## src/rtl/pwm_transmitter.sv

```systemverilog
// Four-channel ESC pulse generator. Each frame starts with a one-cycle LATCH and then runs a us-resolution RUN phase.
// Optional macro PWM_FAILSAFE_EN: after FAILSAFE_FRAMES frames without new widths, fall back to MIN_US.
module pwm_transmitter #(
  parameter int CLK_DIV         = 50,
  parameter int FRAME_US        = 2500,
  parameter int MIN_US          = 1000,
  parameter int MAX_US          = 2000,
  parameter int FAILSAFE_FRAMES = 10
) (
  input  logic        clk_system,
  input  logic        reset_n,
  input  logic        enable,
  input  logic        load,
  input  logic [63:0] widths,
  output logic        load_ready,
  output logic [3:0]  pwm_out,
  output logic        frame_start,
  output logic        failsafe
);

  localparam int DIV_W = (CLK_DIV > 1) ? $clog2(CLK_DIV) : 1;
  localparam int US_W  = (FRAME_US > 1) ? $clog2(FRAME_US) : 1;
  localparam logic [15:0] MIN_W = 16'(MIN_US);
  localparam logic [15:0] MAX_W = 16'(MAX_US);

  generate
    if (CLK_DIV < 1 || FRAME_US < 2 || MIN_US > MAX_US || MAX_US >= FRAME_US ||
        MAX_US > 65535 || FAILSAFE_FRAMES < 1) begin : g_bad_params
      $error("pwm_transmitter: inconsistent timing parameters");
    end
  endgenerate

  typedef enum logic [1:0] {IDLE, LATCH, RUN} state_t;

  state_t            state_reg, state_next;
  logic [DIV_W-1:0]  div_cnt_reg, div_cnt_next;
  logic [US_W-1:0]   us_cnt_reg, us_cnt_next;
  logic [3:0][15:0]  active_reg, active_next;
  logic [3:0][15:0]  pending_reg, pending_next;
  logic [3:0][15:0]  widths_clamped;
  logic              pending_full_reg, pending_full_next;
  logic [3:0]        pwm_reg, pwm_next;
  logic              tick, frame_wrap, accept;

  assign tick        = (div_cnt_reg == DIV_W'(CLK_DIV - 1));
  assign frame_wrap  = tick && (us_cnt_reg == US_W'(FRAME_US - 1));
  // The LATCH cycle empties the buffer, so it can take a new load in the same cycle.
  assign load_ready  = !pending_full_reg || (state_reg == LATCH);
  assign accept      = load && load_ready;
  assign frame_start = (state_reg == LATCH);
  assign pwm_out     = pwm_reg;

  genvar gi;
  generate
    for (gi = 0; gi < 4; gi++) begin : g_chan
      assign widths_clamped[gi] = (widths[16*gi +: 16] < MIN_W) ? MIN_W :
                                  (widths[16*gi +: 16] > MAX_W) ? MAX_W : widths[16*gi +: 16];
      // Registered, using the widths being latched, so the first edge lands 1 cycle after LATCH.
      assign pwm_next[gi] = (state_reg != IDLE) && (32'(us_cnt_reg) < 32'(active_next[gi]));
    end
  endgenerate

  always_comb begin
    state_next   = state_reg;
    div_cnt_next = div_cnt_reg;
    us_cnt_next  = us_cnt_reg;
    case (state_reg)
      IDLE: begin
        div_cnt_next = '0;
        us_cnt_next  = '0;
        if (enable) state_next = LATCH;
      end
      LATCH, RUN: begin
        if (tick) begin
          div_cnt_next = '0;
          us_cnt_next  = (us_cnt_reg == US_W'(FRAME_US - 1)) ? '0 : us_cnt_reg + US_W'(1);
        end else begin
          div_cnt_next = div_cnt_reg + DIV_W'(1);
        end
        if (state_reg == LATCH) state_next = RUN;
        else if (frame_wrap)    state_next = enable ? LATCH : IDLE;
      end
      default: state_next = IDLE;
    endcase
  end

`ifdef PWM_FAILSAFE_EN
  localparam int FS_W = $clog2(FAILSAFE_FRAMES + 1);
  localparam logic [FS_W-1:0] FS_MAX = FS_W'(FAILSAFE_FRAMES);

  logic [FS_W-1:0] frame_cnt_reg, frame_cnt_next;
  logic            failsafe_reg, failsafe_next;

  assign failsafe = failsafe_reg;
`else
  assign failsafe = 1'b0;
`endif

  always_comb begin
    active_next       = active_reg;
    pending_next      = pending_reg;
    pending_full_next = pending_full_reg;
`ifdef PWM_FAILSAFE_EN
    frame_cnt_next    = frame_cnt_reg;
    failsafe_next     = failsafe_reg;
`endif
    if (state_reg == LATCH) begin
      if (pending_full_reg) begin
        active_next       = pending_reg;
        pending_full_next = 1'b0;
`ifdef PWM_FAILSAFE_EN
        frame_cnt_next    = '0;
        failsafe_next     = 1'b0;
`endif
      end
`ifdef PWM_FAILSAFE_EN
      else begin
        // Counter saturates so failsafe keeps forcing MIN_US until real widths arrive.
        if (frame_cnt_reg != FS_MAX) frame_cnt_next = frame_cnt_reg + FS_W'(1);
        if (32'(frame_cnt_reg) + 32'd1 >= 32'(FAILSAFE_FRAMES)) begin
          failsafe_next = 1'b1;
          active_next   = {4{MIN_W}};
        end
      end
`endif
    end
    if (accept) begin
      pending_next      = widths_clamped;
      pending_full_next = 1'b1;
    end
  end

  always_ff @(posedge clk_system or negedge reset_n) begin
    if (!reset_n) begin
      state_reg        <= IDLE;
      div_cnt_reg      <= '0;
      us_cnt_reg       <= '0;
      active_reg       <= {4{MIN_W}};
      pending_reg      <= '0;
      pending_full_reg <= 1'b0;
      pwm_reg          <= '0;
    end else begin
      state_reg        <= state_next;
      div_cnt_reg      <= div_cnt_next;
      us_cnt_reg       <= us_cnt_next;
      active_reg       <= active_next;
      pending_reg      <= pending_next;
      pending_full_reg <= pending_full_next;
      pwm_reg          <= pwm_next;
    end
  end

`ifdef PWM_FAILSAFE_EN
  always_ff @(posedge clk_system or negedge reset_n) begin
    if (!reset_n) begin
      frame_cnt_reg <= '0;
      failsafe_reg  <= 1'b0;
    end else begin
      frame_cnt_reg <= frame_cnt_next;
      failsafe_reg  <= failsafe_next;
    end
  end
`endif

endmodule

```

## config.mk

```make
export PLATFORM = sky130hd
export DESIGN_NAME = pwm_transmitter
export DESIGN_NICKNAME = d
export VERILOG_FILES = /design/src/rtl/pwm_transmitter.sv
export SDC_FILE = /design/constraint.sdc
export NUM_CORES = 1
export LEC_CHECK = 0
export BUFFER_PORTS_ARGS = -buffer_cell sky130_fd_sc_hd__buf_2
export CORE_ASPECT_RATIO = 1.2
export CORE_UTILIZATION = 50
export CTS_CLUSTER_SIZE = 20
export DETAILED_ROUTE_END_ITERATION = 6
export GPL_TIMING_DRIVEN = 0
export HOLD_SLACK_MARGIN = 0.15
export PLACE_DENSITY_LB_ADDON = 0.2
export SLEW_MARGIN = 40
export SYNTH_ARGS = -nofsm -noshare
export SYNTH_HDL_FRONTEND = slang
export SYNTH_SLANG_ARGS = --single-unit
```

## constraint.sdc

```tcl
create_clock -name clk_system -period 5.6 [get_ports clk_system]
set_input_delay 0.28 -clock clk_system [delete_from_list [all_inputs] [get_ports clk_system]]
set_output_delay 0.28 -clock clk_system [all_outputs]
set_load 0.01 [all_outputs]
```

==> qor.yml <==
fin_skew_ps: 9.63
postCtsSetupBuffers: 0
power_density_nw_per_um2: 378
place_area_um2: 8390
final_common_cell: "dfrtp_1"
min_from: "widths[42]"
fin_tns_setup_ps: 0
drt-met1-wl_um: 7860
top_layer_used: "met4"
maxCapViolCount: 0
vias_per_cell: 5.74
rsz0062_at_grt: "false"
async_reset_ff_frac: 1.00
coreArea_um2: 15000
antenna_found_initial: 0
r2r_end: "pwm_out[2]"
cpMaxStageDelayCell: "clkbuf_1"
worst-path-buf-inv: 3
crit_required_ps: 5900
syn_area_per_cell_um2: 10.9
synth_area_leaders: "dfrtp_1 42%, ha_1 8.3%, dfstp_2 8.2%"
initial_core_util: 0.513
crit_start: "state_reg[1]"
finalMaxSlewViolations: 0
rrSetupSlack_ps: 1910
hold_end: "pending_reg[42]"
fillers: 1229
vdd_ir_drop_max_v: 0.000202
layout_common_cells: "129 x dfrtp_1, 77 x buf_2, 60 x inv_1, 51 x ha_1, 45 x mux2i_1"
die_y_um: 138
ys_seq_area_frac: 0.501
grt_max_degree: 58
die-area_um2: 15900
met2_wirelength_um: 9300
fin_crit_ps: 3690
fmax_mhz: 271
io-pin-count: 75
synth-seq-cells: 153
crit_type: "flip-flop to flip-flop"
setup_viol: 0
path_common_cell: "ha_1"
grt_pass1_wl_um: 29900
max_stage_delay_ps: 480
ys.warnings.count: 0
drive_above_1_share: 0.191
ant_nets: 0
syn_to_final_growth_pct: 20.5
cts-buffers-inserted: 17
ff_latch_area_um2: 3860
die_x_um: 115
dp_hpwl_um: 13400
slew_headroom: 0.488
vias: 6009
clk_pin_slew_ps: 60
hp-class: "primary input to flip-flop"
whs_path_depth: 3
drt_iter0_markers: 329
r2r_cells: 11
synth_top_area_frac: 0.419
cts_buffer_depth: 2
tightest_slew_ps: 768
cts_hold_buf: 27
hold_viol: 0
portBuffers: 73
syn_area_um2: 7710
p_leak_nw: 4.62
clock_sinks: 153
post-route-drc-count: 0
synth_ff_type: "dfrtp_1"
wl_per_cell_um: 17.8
place_congestion: 0.858
wirelength_um: 18600
grt_use_total: 0.251
yosysUniqueCellTypes: 66
grt_pass1_vias: 6044
htreeDepth: 4
path_delay_family: "buffers and inverters"
fin_crit_sh: 0.658
end_kind: "flip-flop"
synth-edff-count: 0
dr.pass1.iters: 5
cts_resized: 0
grt_overflow_total: 0
cts-root-buf: "clkbuf_16"
status: "completed"
fin_nets: 948
wl_met3_um: 773
synth_top_area_cell: "dfrtp_1"
syn_inst: 708
multi_input_area_um2: 3520
crit_path_cell_trace: "inv_1 -> ha_1 -> nand2_1 -> clkbuf_1 -> buf_2 -> mux2i_1 -> ha_1 -> a21oi_1 -> nor2b_1 -> o31a_1 -> o32ai_1"
arrival_ps: 3980
diodes: 0
core.rowCount: 49
cts_tree: "done"
insertion_delay_ps: 430
final_area_um2: 9290
r2r_start: "state_reg[1]"
worst-path-max-fanout: 10
startpoint_type: "flip-flop"
syn-num-nets: 827
## cell families (layout without fill, tap and decap cells)
group / count (synthesis) / count (layout) / share of synthesized area
buf+inv: 84 / 218 / 0.0437
simple gates: 205 / 205 / 0.143
flops: 153 / 153 / 0.501
xor+xnor: 4 / 4 / 0.00455
mux: 65 / 65 / 0.0877
compound gates: 145 / 145 / 0.137
other cells: 1 / 1 / 0.000487
fa+ha+maj: 51 / 51 / 0.0828
## report_power, final
part           internal (mW)  total (mW)  switching (mW)
combinational          0.358       0.937           0.579
clock                  0.769        1.21           0.439
sequential              1.28        1.37          0.0819
total                   2.41        3.51            1.10
## through the flow
step | power (mW) | hold slack [ps] | instances | setup WS, ps | utilization
2_1_floorplan | 1.98 | -15.6 | 708 | 2830 | -
3_3_place_gp | 2.25 | 464 | 985 | 2020 | 0.554
6_report | 3.51 | 160 | 1046 | 1910 | 0.618
4_1_cts | 3.53 | 156 | 1046 | 1870 | 0.618
5_1_grt | 3.69 | 182 | 1046 | 1720 | 0.618
3_5_place_dp | 2.30 | 194 | 987 | 1890 | 0.559
## cell usage after synthesis (4+ instances only)
library cell    n
o32a_1         12
nor3_1         14
o22a_1          4
or3_1           7
nor2b_1         8
o21ai_0        20
mux2i_1        45
o31a_1          4
nand2_1        40
or4_1           7
and3_1          5
mux2_2         20
o31ai_1        11
a21o_1          7
dfrtp_1       129
nand2b_1        4
ha_1           51
a22o_1          5
a211oi_1        6
a21oi_1        26
nor4_1         10
nand4_1         9
and2_1         23
a31oi_1         7
o311ai_0        4
nor2_1         42
a221oi_1        4
dfstp_2        24
buf_2           5
inv_1          60
clkbuf_1       13
o21a_1          7
nand3_1        18
## per-layer routing
layer	track usage	vias to the layer above
li1	-	2821
met1	0.312	3004
met2	0.416	142
met3	0.0441	42
met4	0.140	0
met5	0	-
## worst register-to-register path, cell delays in order (launching register included)
cell and delay (ps):
dfrtp_1 390, inv_1 100, ha_1 300, nand2_1 310, clkbuf_1 480, buf_2 460
mux2i_1 370, ha_1 310, a21oi_1 140, nor2b_1 70, o31a_1 270, o32ai_1 360
## worst max path at each step
stage / to / slack [ps] / cells past startpoint
after floorplan: pwm_out[0] / 2830 / 10
after global placement: pwm_out[2] / 2020 / 10
after detailed placement: pwm_out[2] / 1890 / 11
after CTS: pwm_out[2] / 1870 / 11
after global routing: pwm_out[2] / 1720 / 11
final: pwm_out[2] / 1910 / 11
## area by class of cell
type | instances | share of cell area
tap | 204 | 0.0275
multi-input combinational | 471 | 0.379
sequential | 153 | 0.416
timing repair buffer | 102 | 0.0755
clock inverter | 8 | 0.0158
clock buffer | 24 | 0.0508
inverter | 60 | 0.0243
buffer | 24 | 0.0120
(Power assumes the default switching activity.)
